===== src/rtl/hazard_scoreboard_pkg.sv =====
// Shared types for the hazard scoreboard: stall cause encoding and register file size.
package hazard_types;

  localparam int REG_COUNT = 32;

  typedef enum logic [1:0] {
    NONE       = 2'd0,
    LOAD_USE   = 2'd1,
    SCOREBOARD = 2'd2,
    STRUCT     = 2'd3
  } stall_cause_t;

endpackage


===== src/rtl/hazard_scoreboard_if.sv =====
// Issue, operand, forwarding and multi-cycle writeback bundle between ID/EX and the scoreboard.
interface hazard_scoreboard_if #(
  parameter int XLEN     = 32,
  parameter int NUM_SRC  = 2,
  parameter int NUM_FWD  = 2,
  parameter int MAX_LONG = 4
);

  localparam int CNT_W = $clog2(MAX_LONG + 1);

  logic                      issue_valid;
  logic [4:0]                issue_rd;
  logic                      issue_we;
  logic                      issue_long;
  logic [NUM_SRC-1:0]        src_valid;
  logic [NUM_SRC*5-1:0]      src_idx;
  logic [NUM_SRC*XLEN-1:0]   src_rf_data;
  logic [NUM_FWD-1:0]        fwd_valid;
  logic [NUM_FWD*5-1:0]      fwd_rd;
  logic [NUM_FWD-1:0]        fwd_ready;
  logic [NUM_FWD*XLEN-1:0]   fwd_data;
  logic                      long_done;
  logic [4:0]                long_rd;
  logic [XLEN-1:0]           long_data;
  logic [NUM_SRC*XLEN-1:0]   src_out;
  logic                      stall;
  logic [1:0]                stall_cause;
  logic [CNT_W-1:0]          long_count;
  logic [31:0]               stall_cycles;

  modport master (
    output issue_valid, issue_rd, issue_we, issue_long,
    output src_valid, src_idx, src_rf_data,
    output fwd_valid, fwd_rd, fwd_ready, fwd_data,
    output long_done, long_rd, long_data,
    input  src_out, stall, stall_cause, long_count, stall_cycles
  );

  modport slave (
    input  issue_valid, issue_rd, issue_we, issue_long,
    input  src_valid, src_idx, src_rf_data,
    input  fwd_valid, fwd_rd, fwd_ready, fwd_data,
    input  long_done, long_rd, long_data,
    output src_out, stall, stall_cause, long_count, stall_cycles
  );

endinterface


===== src/rtl/hazard_scoreboard_operand_select.sv =====
// One source operand: priority mux over x0, long writeback, scoreboard, forwarding stages and the register file.
module operand_select
  import hazard_types::*;
#(
  parameter int XLEN    = 32,
  parameter int NUM_FWD = 2
) (
  input  logic                    src_valid,
  input  logic [4:0]              src_idx,
  input  logic [XLEN-1:0]         src_rf_data,
  input  logic [REG_COUNT-1:0]    pending,
  input  logic [NUM_FWD-1:0]      fwd_valid,
  input  logic [NUM_FWD*5-1:0]    fwd_rd,
  input  logic [NUM_FWD-1:0]      fwd_ready,
  input  logic [NUM_FWD*XLEN-1:0] fwd_data,
  input  logic                    long_done,
  input  logic [4:0]              long_rd,
  input  logic [XLEN-1:0]         long_data,
  output logic [XLEN-1:0]         src_out,
  output logic                    sb_stall,
  output logic                    lu_stall
);

  logic fwd_hit;
  int   fwd_sel;

  // Scanning from the oldest stage down lets the youngest matching stage overwrite the selection.
  always_comb begin
    fwd_hit = 1'b0;
    fwd_sel = 0;
    for (int k = NUM_FWD - 1; k >= 0; k--) begin
      if (fwd_valid[k] && (fwd_rd[k*5 +: 5] == src_idx)) begin
        fwd_hit = 1'b1;
        fwd_sel = k;
      end
    end
  end

  always_comb begin
    src_out  = src_rf_data;
    sb_stall = 1'b0;
    lu_stall = 1'b0;
    if (src_idx == 5'd0) begin
      src_out = '0;
    end else if (long_done && (long_rd == src_idx)) begin
      src_out = long_data;
    end else if (pending[src_idx]) begin
      sb_stall = src_valid;
    end else if (fwd_hit) begin
      if (fwd_ready[fwd_sel]) begin
        src_out = fwd_data[fwd_sel*XLEN +: XLEN];
      end else begin
        lu_stall = src_valid;
      end
    end
  end

endmodule


===== src/rtl/hazard_scoreboard.sv =====
// Operand forwarding plus a pending-register scoreboard for multi-cycle results, with stall arbitration and a stall counter.
module hazard_scoreboard
  import hazard_types::*;
#(
  parameter int XLEN     = 32,
  parameter int NUM_SRC  = 2,
  parameter int NUM_FWD  = 2,
  parameter int MAX_LONG = 4
) (
  input logic               clk,
  input logic               rst,
  hazard_scoreboard_if.slave bus
);

  localparam int CNT_W = $clog2(MAX_LONG + 1);

  logic [REG_COUNT-1:0] pending_q;
  logic [REG_COUNT-1:0] pending_d;
  logic [CNT_W-1:0]     long_count_q;
  logic [31:0]          stall_cycles_q;

  logic [XLEN-1:0] operand [NUM_SRC];
  logic            sb_hit  [NUM_SRC];
  logic            lu_hit  [NUM_SRC];

  logic         any_sb;
  logic         any_lu;
  logic         waw;
  logic         struct_hit;
  logic         acc;
  logic         ret;
  stall_cause_t cause;

  for (genvar i = 0; i < NUM_SRC; i++) begin : g_src
    operand_select #(
      .XLEN    (XLEN),
      .NUM_FWD (NUM_FWD)
    ) u_sel (
      .src_valid   (bus.src_valid[i]),
      .src_idx     (bus.src_idx[i*5 +: 5]),
      .src_rf_data (bus.src_rf_data[i*XLEN +: XLEN]),
      .pending     (pending_q),
      .fwd_valid   (bus.fwd_valid),
      .fwd_rd      (bus.fwd_rd),
      .fwd_ready   (bus.fwd_ready),
      .fwd_data    (bus.fwd_data),
      .long_done   (bus.long_done),
      .long_rd     (bus.long_rd),
      .long_data   (bus.long_data),
      .src_out     (operand[i]),
      .sb_stall    (sb_hit[i]),
      .lu_stall    (lu_hit[i])
    );
  end

  always_comb begin
    any_sb      = 1'b0;
    any_lu      = 1'b0;
    bus.src_out = '0;
    for (int i = 0; i < NUM_SRC; i++) begin
      bus.src_out[i*XLEN +: XLEN] = operand[i];
      any_sb = any_sb | sb_hit[i];
      any_lu = any_lu | lu_hit[i];
    end
  end

  // A writeback to the same rd this cycle frees the entry, so the new writer need not wait.
  always_comb begin
    waw = bus.issue_valid && bus.issue_we && (bus.issue_rd != 5'd0) &&
          pending_q[bus.issue_rd] && !(bus.long_done && (bus.long_rd == bus.issue_rd));
    struct_hit = bus.issue_valid && bus.issue_long &&
                 (long_count_q == CNT_W'(MAX_LONG)) && !bus.long_done;
    if (struct_hit)         cause = STRUCT;
    else if (any_sb || waw) cause = SCOREBOARD;
    else if (any_lu)        cause = LOAD_USE;
    else                    cause = NONE;
  end

  assign bus.stall        = (cause != NONE);
  assign bus.stall_cause  = cause;
  assign bus.long_count   = long_count_q;
  assign bus.stall_cycles = stall_cycles_q;

  assign acc = bus.issue_valid && !bus.stall && bus.issue_we && bus.issue_long &&
               (bus.issue_rd != 5'd0);
  assign ret = bus.long_done && (bus.long_rd != 5'd0) && pending_q[bus.long_rd];

  // Set is applied after clear so a re-issue to a just-retired rd keeps it pending.
  always_comb begin
    pending_d = pending_q;
    if (ret) pending_d[bus.long_rd] = 1'b0;
    if (acc) pending_d[bus.issue_rd] = 1'b1;
  end

  always_ff @(posedge clk) begin
    if (rst) begin
      pending_q      <= '0;
      long_count_q   <= '0;
      stall_cycles_q <= '0;
    end else begin
      pending_q    <= pending_d;
      long_count_q <= long_count_q + CNT_W'(acc) - CNT_W'(ret);
      if (bus.stall && (stall_cycles_q != 32'hFFFF_FFFF)) begin
        stall_cycles_q <= stall_cycles_q + 32'd1;
      end
    end
  end

endmodule


===== src/flat_wrapper.sv =====
// flat-port wrapper written by rule: the top's interface ports become plain ports
module hazard_scoreboard_flat import hazard_types::*;
#(
  parameter int XLEN     = 32,
  parameter int NUM_SRC  = 2,
  parameter int NUM_FWD  = 2,
  parameter int MAX_LONG = 4
)
  (clk, rst, bus_issue_valid, bus_issue_rd, bus_issue_we, bus_issue_long, bus_src_valid, bus_src_idx, bus_src_rf_data, bus_fwd_valid, bus_fwd_rd, bus_fwd_ready, bus_fwd_data, bus_long_done, bus_long_rd, bus_long_data, bus_src_out, bus_stall, bus_stall_cause, bus_long_count, bus_stall_cycles);
  hazard_scoreboard_if #(.XLEN(XLEN), .NUM_SRC(NUM_SRC), .NUM_FWD(NUM_FWD), .MAX_LONG(MAX_LONG)) bus_i ();
  input logic clk;
  input logic rst;
  input wire logic [$bits(bus_i.issue_valid)-1:0] bus_issue_valid;
  input wire logic [$bits(bus_i.issue_rd)-1:0] bus_issue_rd;
  input wire logic [$bits(bus_i.issue_we)-1:0] bus_issue_we;
  input wire logic [$bits(bus_i.issue_long)-1:0] bus_issue_long;
  input wire logic [$bits(bus_i.src_valid)-1:0] bus_src_valid;
  input wire logic [$bits(bus_i.src_idx)-1:0] bus_src_idx;
  input wire logic [$bits(bus_i.src_rf_data)-1:0] bus_src_rf_data;
  input wire logic [$bits(bus_i.fwd_valid)-1:0] bus_fwd_valid;
  input wire logic [$bits(bus_i.fwd_rd)-1:0] bus_fwd_rd;
  input wire logic [$bits(bus_i.fwd_ready)-1:0] bus_fwd_ready;
  input wire logic [$bits(bus_i.fwd_data)-1:0] bus_fwd_data;
  input wire logic [$bits(bus_i.long_done)-1:0] bus_long_done;
  input wire logic [$bits(bus_i.long_rd)-1:0] bus_long_rd;
  input wire logic [$bits(bus_i.long_data)-1:0] bus_long_data;
  output wire logic [$bits(bus_i.src_out)-1:0] bus_src_out;
  output wire logic [$bits(bus_i.stall)-1:0] bus_stall;
  output wire logic [$bits(bus_i.stall_cause)-1:0] bus_stall_cause;
  output wire logic [$bits(bus_i.long_count)-1:0] bus_long_count;
  output wire logic [$bits(bus_i.stall_cycles)-1:0] bus_stall_cycles;
  assign bus_i.issue_valid = bus_issue_valid;
  assign bus_i.issue_rd = bus_issue_rd;
  assign bus_i.issue_we = bus_issue_we;
  assign bus_i.issue_long = bus_issue_long;
  assign bus_i.src_valid = bus_src_valid;
  assign bus_i.src_idx = bus_src_idx;
  assign bus_i.src_rf_data = bus_src_rf_data;
  assign bus_i.fwd_valid = bus_fwd_valid;
  assign bus_i.fwd_rd = bus_fwd_rd;
  assign bus_i.fwd_ready = bus_fwd_ready;
  assign bus_i.fwd_data = bus_fwd_data;
  assign bus_i.long_done = bus_long_done;
  assign bus_i.long_rd = bus_long_rd;
  assign bus_i.long_data = bus_long_data;
  assign bus_src_out = bus_i.src_out;
  assign bus_stall = bus_i.stall;
  assign bus_stall_cause = bus_i.stall_cause;
  assign bus_long_count = bus_i.long_count;
  assign bus_stall_cycles = bus_i.stall_cycles;
  hazard_scoreboard #(.XLEN(XLEN), .NUM_SRC(NUM_SRC), .NUM_FWD(NUM_FWD), .MAX_LONG(MAX_LONG)) u_core (.clk(clk), .rst(rst), .bus(bus_i));
endmodule

===== config.mk =====
export PLATFORM = sky130hd
export DESIGN_NAME = hazard_scoreboard_flat
export DESIGN_NICKNAME = d
export VERILOG_FILES = /design/src/rtl/hazard_scoreboard_pkg.sv /design/src/rtl/hazard_scoreboard_if.sv /design/src/rtl/hazard_scoreboard_operand_select.sv /design/src/rtl/hazard_scoreboard.sv /design/src/flat_wrapper.sv
export SDC_FILE = /design/constraint.sdc
export NUM_CORES = 1
export LEC_CHECK = 0
export CAP_MARGIN = 20
export CORE_MARGIN = 2
export CORE_UTILIZATION = 43
export CTS_CLUSTER_SIZE = 14
export DETAILED_ROUTE_END_ITERATION = 6
export MAX_ROUTING_LAYER = met4
export PLACE_DENSITY = 0.92
export SYNTH_ARGS = -nofsm -noshare
export SYNTH_HDL_FRONTEND = slang
export SYNTH_SLANG_ARGS = --single-unit
export TNS_END_PERCENT = 100

===== constraint.sdc =====
create_clock -name clk -period 4.9 [get_ports clk]
set_input_delay 0.98 -clock clk [delete_from_list [all_inputs] [get_ports clk]]
set_output_delay 0.98 -clock clk [all_outputs]
set_load 0.01 [all_outputs]

==> metrics.md <==
| Metric | Value |
|---|---|
| Min-delay src | `u_core.bus.stall_cycles[12]` |
| R2r endpoint | `u_core.bus.long_count[1]` |
| Register clock-pin slew on the reported worst setup and hold paths | `0.05 ns` |
| Final setup TNS | `0 ns` |
| Critical R2R Launch | `u_core.pending_q[27]` |
| Synth Area in Simple Gates | `25.6%` |
| Hold Vio Cnt, Final | `0` |
| Clk root buf | `clkbuf_16` |
| TritonCTS clock tree | `yes` |
| FMAX | `205 MHz` |
| Clock skew | `0.00707 ns` |
| RD Place Congestion | `1.07` |
| Post-route cell area | `11100 um2` |
| Slew Viols, Final | `0` |
| Critical path, cell by cell | `clkdlybuf4s50_1 -> buf_4 -> xor2_1 -> nor4_1 -> and3_1 -> nor2b_4 -> mux2i_4 -> nor3_4 -> buf_12 -> o211ai_1 -> a21oi_1 -> clkdlybuf4s50_1` |
| Req. time, crit path | `3.92 ns` |
| Synth Flop Type | `dfxtp_1` |
| Pleak | `4.04 nW` |
| Post-Syn Area | `6930 um2` |
| Area share of the largest cell type after synthesis | `19.4%` |
| Crit path top cell by count | `clkdlybuf4s50_1` |
| Slowest CP cell | `clkdlybuf4s50_1` |
| Crit end category | `output port` |
| Hold endpoint | `u_core.bus.stall_cycles[12]` |
| HP Class | `flop to flop` |
| Hold depth | `2` |
| Initial core utilization | `43.8%` |
| H-tree levels | `3` |
| Maximum root-to-sink buffer count | `2` |
| Avg WL per Cell | `21.4 um` |
| Num CTS Buffers | `9` |
| IO buf count | `303` |
| DP Area | `10600 um2` |
| First-pass GRT wire length | `46.0 mm` |
| Largest net degree at the start of global routing | `42` |
| MaxCap Viol Count | `0` |
| Dominant cell type by area after synthesis | `dfxtp_1` |
| 1st-pass router iterations | `7` |
| Setup CP Type | `primary input to output port` |
| Ranking of synthesized cells by area | `dfxtp_1, mux2i_1, nand2_1, o211ai_1, a21oi_1` |
| Sequential share of the synthesized area | `19.4%` |
| Die W | `131 um` |
| Cells after synthesis | `956` |
| Fraction of layout cells with a size suffix above 1 | `11.8%` |
| Period minus WS final | `4.87 ns` |
| Slack of the critical path | `0.0279 ns` |
| Complex-gate fraction of the synthesized area | `23.5%` |
| DP HPWL | `24.5 mm` |
| Fin crit share | `99.4%` |
| Post-synth EDFFs | `0` |
| RSZ-0062 raised after global routing | `yes` |
| Number of global-route vias before repair | `8275` |
| Core Region | `15800 um2` |
| Remaining antenna violation count | `0` |
| Tightest Pin Transition | `0.961 ns` |
| Top Ports | `304` |
| Placed Cells | `1473` |
| Post-synthesis adder-cell area fraction | `0.831%` |
| P per Cell Area | `164 nW/um2` |
| Status | `finished clean` |
| Mux contribution to synthesized area | `20.0%` |
| Synth Area in XOR/XNOR | `4.80%` |
| Layout Cells excl Fill | `1498` |
| Initial antenna violation count | `7` |
| Async SR Flop Fraction | `0%` |
| Die Area | `17100 um2` |
| Gr ovfl total | `0` |
| Mapped Nets | `1162` |
| Vias per cell | `6.11` |
| Startpoint types | `primary input` |
| Worst EP arrival | `3.89 ns` |
| Crit Path Max Fanout | `39` |
| Yosys reg bits | `67` |
| Gr usage total | `35.8%` |
| Worst R2R Setup Slack | `1.69 ns` |
| Clk sinks | `67` |
| Die span in y | `131 um` |
| Clock network latency to the later pin of the worst-skew pair | `0.33 ns` |
| Final Net Count | `1475` |
| Placement Setup Slack | `-0.166 ns` |
| Worst-case reg-to-reg path depth | `14` |
| Largest family of logic cells by synthesized area | `simple AND/OR/NAND/NOR gates` |
| Worst vdd ir | `0.000270 V` |
| Post-synth cell types | `57` |
| WL final | `32.0 mm` |
| Final setup viols | `0` |
| Relative slew slack | `35.9%` |
| DRC | `0` |
| Vias | `9148` |
| Crit-path max cell delay | `0.55 ns` |
| Synth warn | `0` |
| Layout area overhead | `60.9%` |
| DRT iter0 DRCs | `1096` |
| Mean Syn Cell Area | `7.25 um2` |
| Num rows | `46` |
timing repair:
item	CTS	global route
endpoints found under the hold margin	0	0
resized for setup	30	61
setup endpoints to repair	67	51
gates cloned	0	0
hold buffers	0	0
pin swaps	1	3
setup buffers	1	0
report_power, final:
part	switching [W]	leakage [nW]	internal (W)	total, W
combinational	0.000297	3.36	0.000358	0.000655
sequential	0.00000727	0.540	0.000550	0.000557
clock	0.000247	0.138	0.000371	0.000618
total	0.000551	4.04	0.00128	0.00183
flip-flops by register name, indices dropped and copies added (netlist names):
| name | count |
|---|---|
| u_core.bus.long_count | 3 |
| u_core.bus.stall_cycles | 32 |
| u_core.pending_q | 32 |
per-stage QoR:
step                util, %  power, W  hold WS [ns]
floorplan                 -  0.000827         0.479
global placement       67.0   0.00120         0.478
detailed placement     67.0   0.00121         0.498
CTS                    69.0   0.00182         0.509
global route           70.4   0.00190         0.516
finish                 70.4   0.00183         0.507
cells in the mapped netlist, drive strengths merged (6+ instances only):
cell type,count
a21oi,97
a22oi,20
and2,7
and3,12
buf,23
clkbuf,56
dfxtp,67
inv,17
mux2i,107
mux4,12
nand2,179
nand3,47
nand4,8
nor2,27
nor2b,13
nor3,9
nor3b,6
nor4,10
o211ai,71
o21ai,50
o31ai,7
or3,19
or4,7
xnor2,17
xor2,21
worst max path at each step:
stage / cells after the start / startpoint / endpoint / slack [ns]
2_1_floorplan: 9 / bus_src_idx[8] / bus_src_out[33] / 0.59
3_3_place_gp: 13 / bus_src_idx[6] / bus_src_out[42] / -0.21
3_5_place_dp: 13 / bus_src_idx[6] / bus_src_out[36] / -0.17
4_1_cts: 13 / bus_src_idx[5] / bus_src_out[43] / 0.002
5_1_grt: 12 / bus_src_idx[2] / bus_src_out[19] / -0.09
6_report: 12 / bus_src_idx[2] / bus_src_out[19] / 0.03
layer usage:
layer	GRT usage (%)	share of wire [%]	wire length [um]
met5	-	0	0
met2	57.5	48	15300
met1	42.4	37	11700
met3	10.6	12	3810
met4	13.5	3.7	1180
kinds of logic (layout without fill, tap and decap cells):
kind of cell | count (synthesis) | after routing
AO/OA/AOI/OAI | 263 | 263
XOR/XNOR | 38 | 38
adder cells (fa/ha/maj) | 4 | 4
buffers and inverters | 96 | 414
flip-flops | 67 | 67
multiplexers | 123 | 123
other | 0 | 8
AND/OR/NAND/NOR | 365 | 365
cell usage in the layout, fill, tap and decap left out, drive strengths merged, types with 8 or more instances in the layout:
cell,n
a21oi,97
a22oi,20
and3,12
buf,78
clkbuf,11
clkdlybuf4s50,246
dfxtp,67
diode,8
dlygate4sd2,19
dlymetal6s2s,38
inv,17
mux2i,107
mux4,12
nand2,179
nand3,47
nand4,8
nor2,27
nor2b,13
nor3,9
nor4,10
o211ai,71
o21ai,50
or3,19
xnor2,17
xor2,21
layout make-up:
type | instances | area, um2
Antenna cell | 8 | 20.0
Clock buffer | 11 | 253
Clock inverter | 5 | 37.5
Fill cell | 1253 | 4680
Inverter | 17 | 63.8
Multi-Input combinational cell | 793 | 5350
Sequential cell | 67 | 1340
Tap cell | 216 | 270
Timing Repair Buffer | 381 | 3810
worst max-delay path: cells and delay by family:
family                 cells  cell delay [ns]
AO/OA/AOI/OAI              2             0.29
XOR/XNOR                   1             0.15
buffers and inverters      4             1.43
multiplexers               1             0.20
AND/OR/NAND/NOR            4             0.82
No activity file was read; power rests on OpenSTA's default activity.
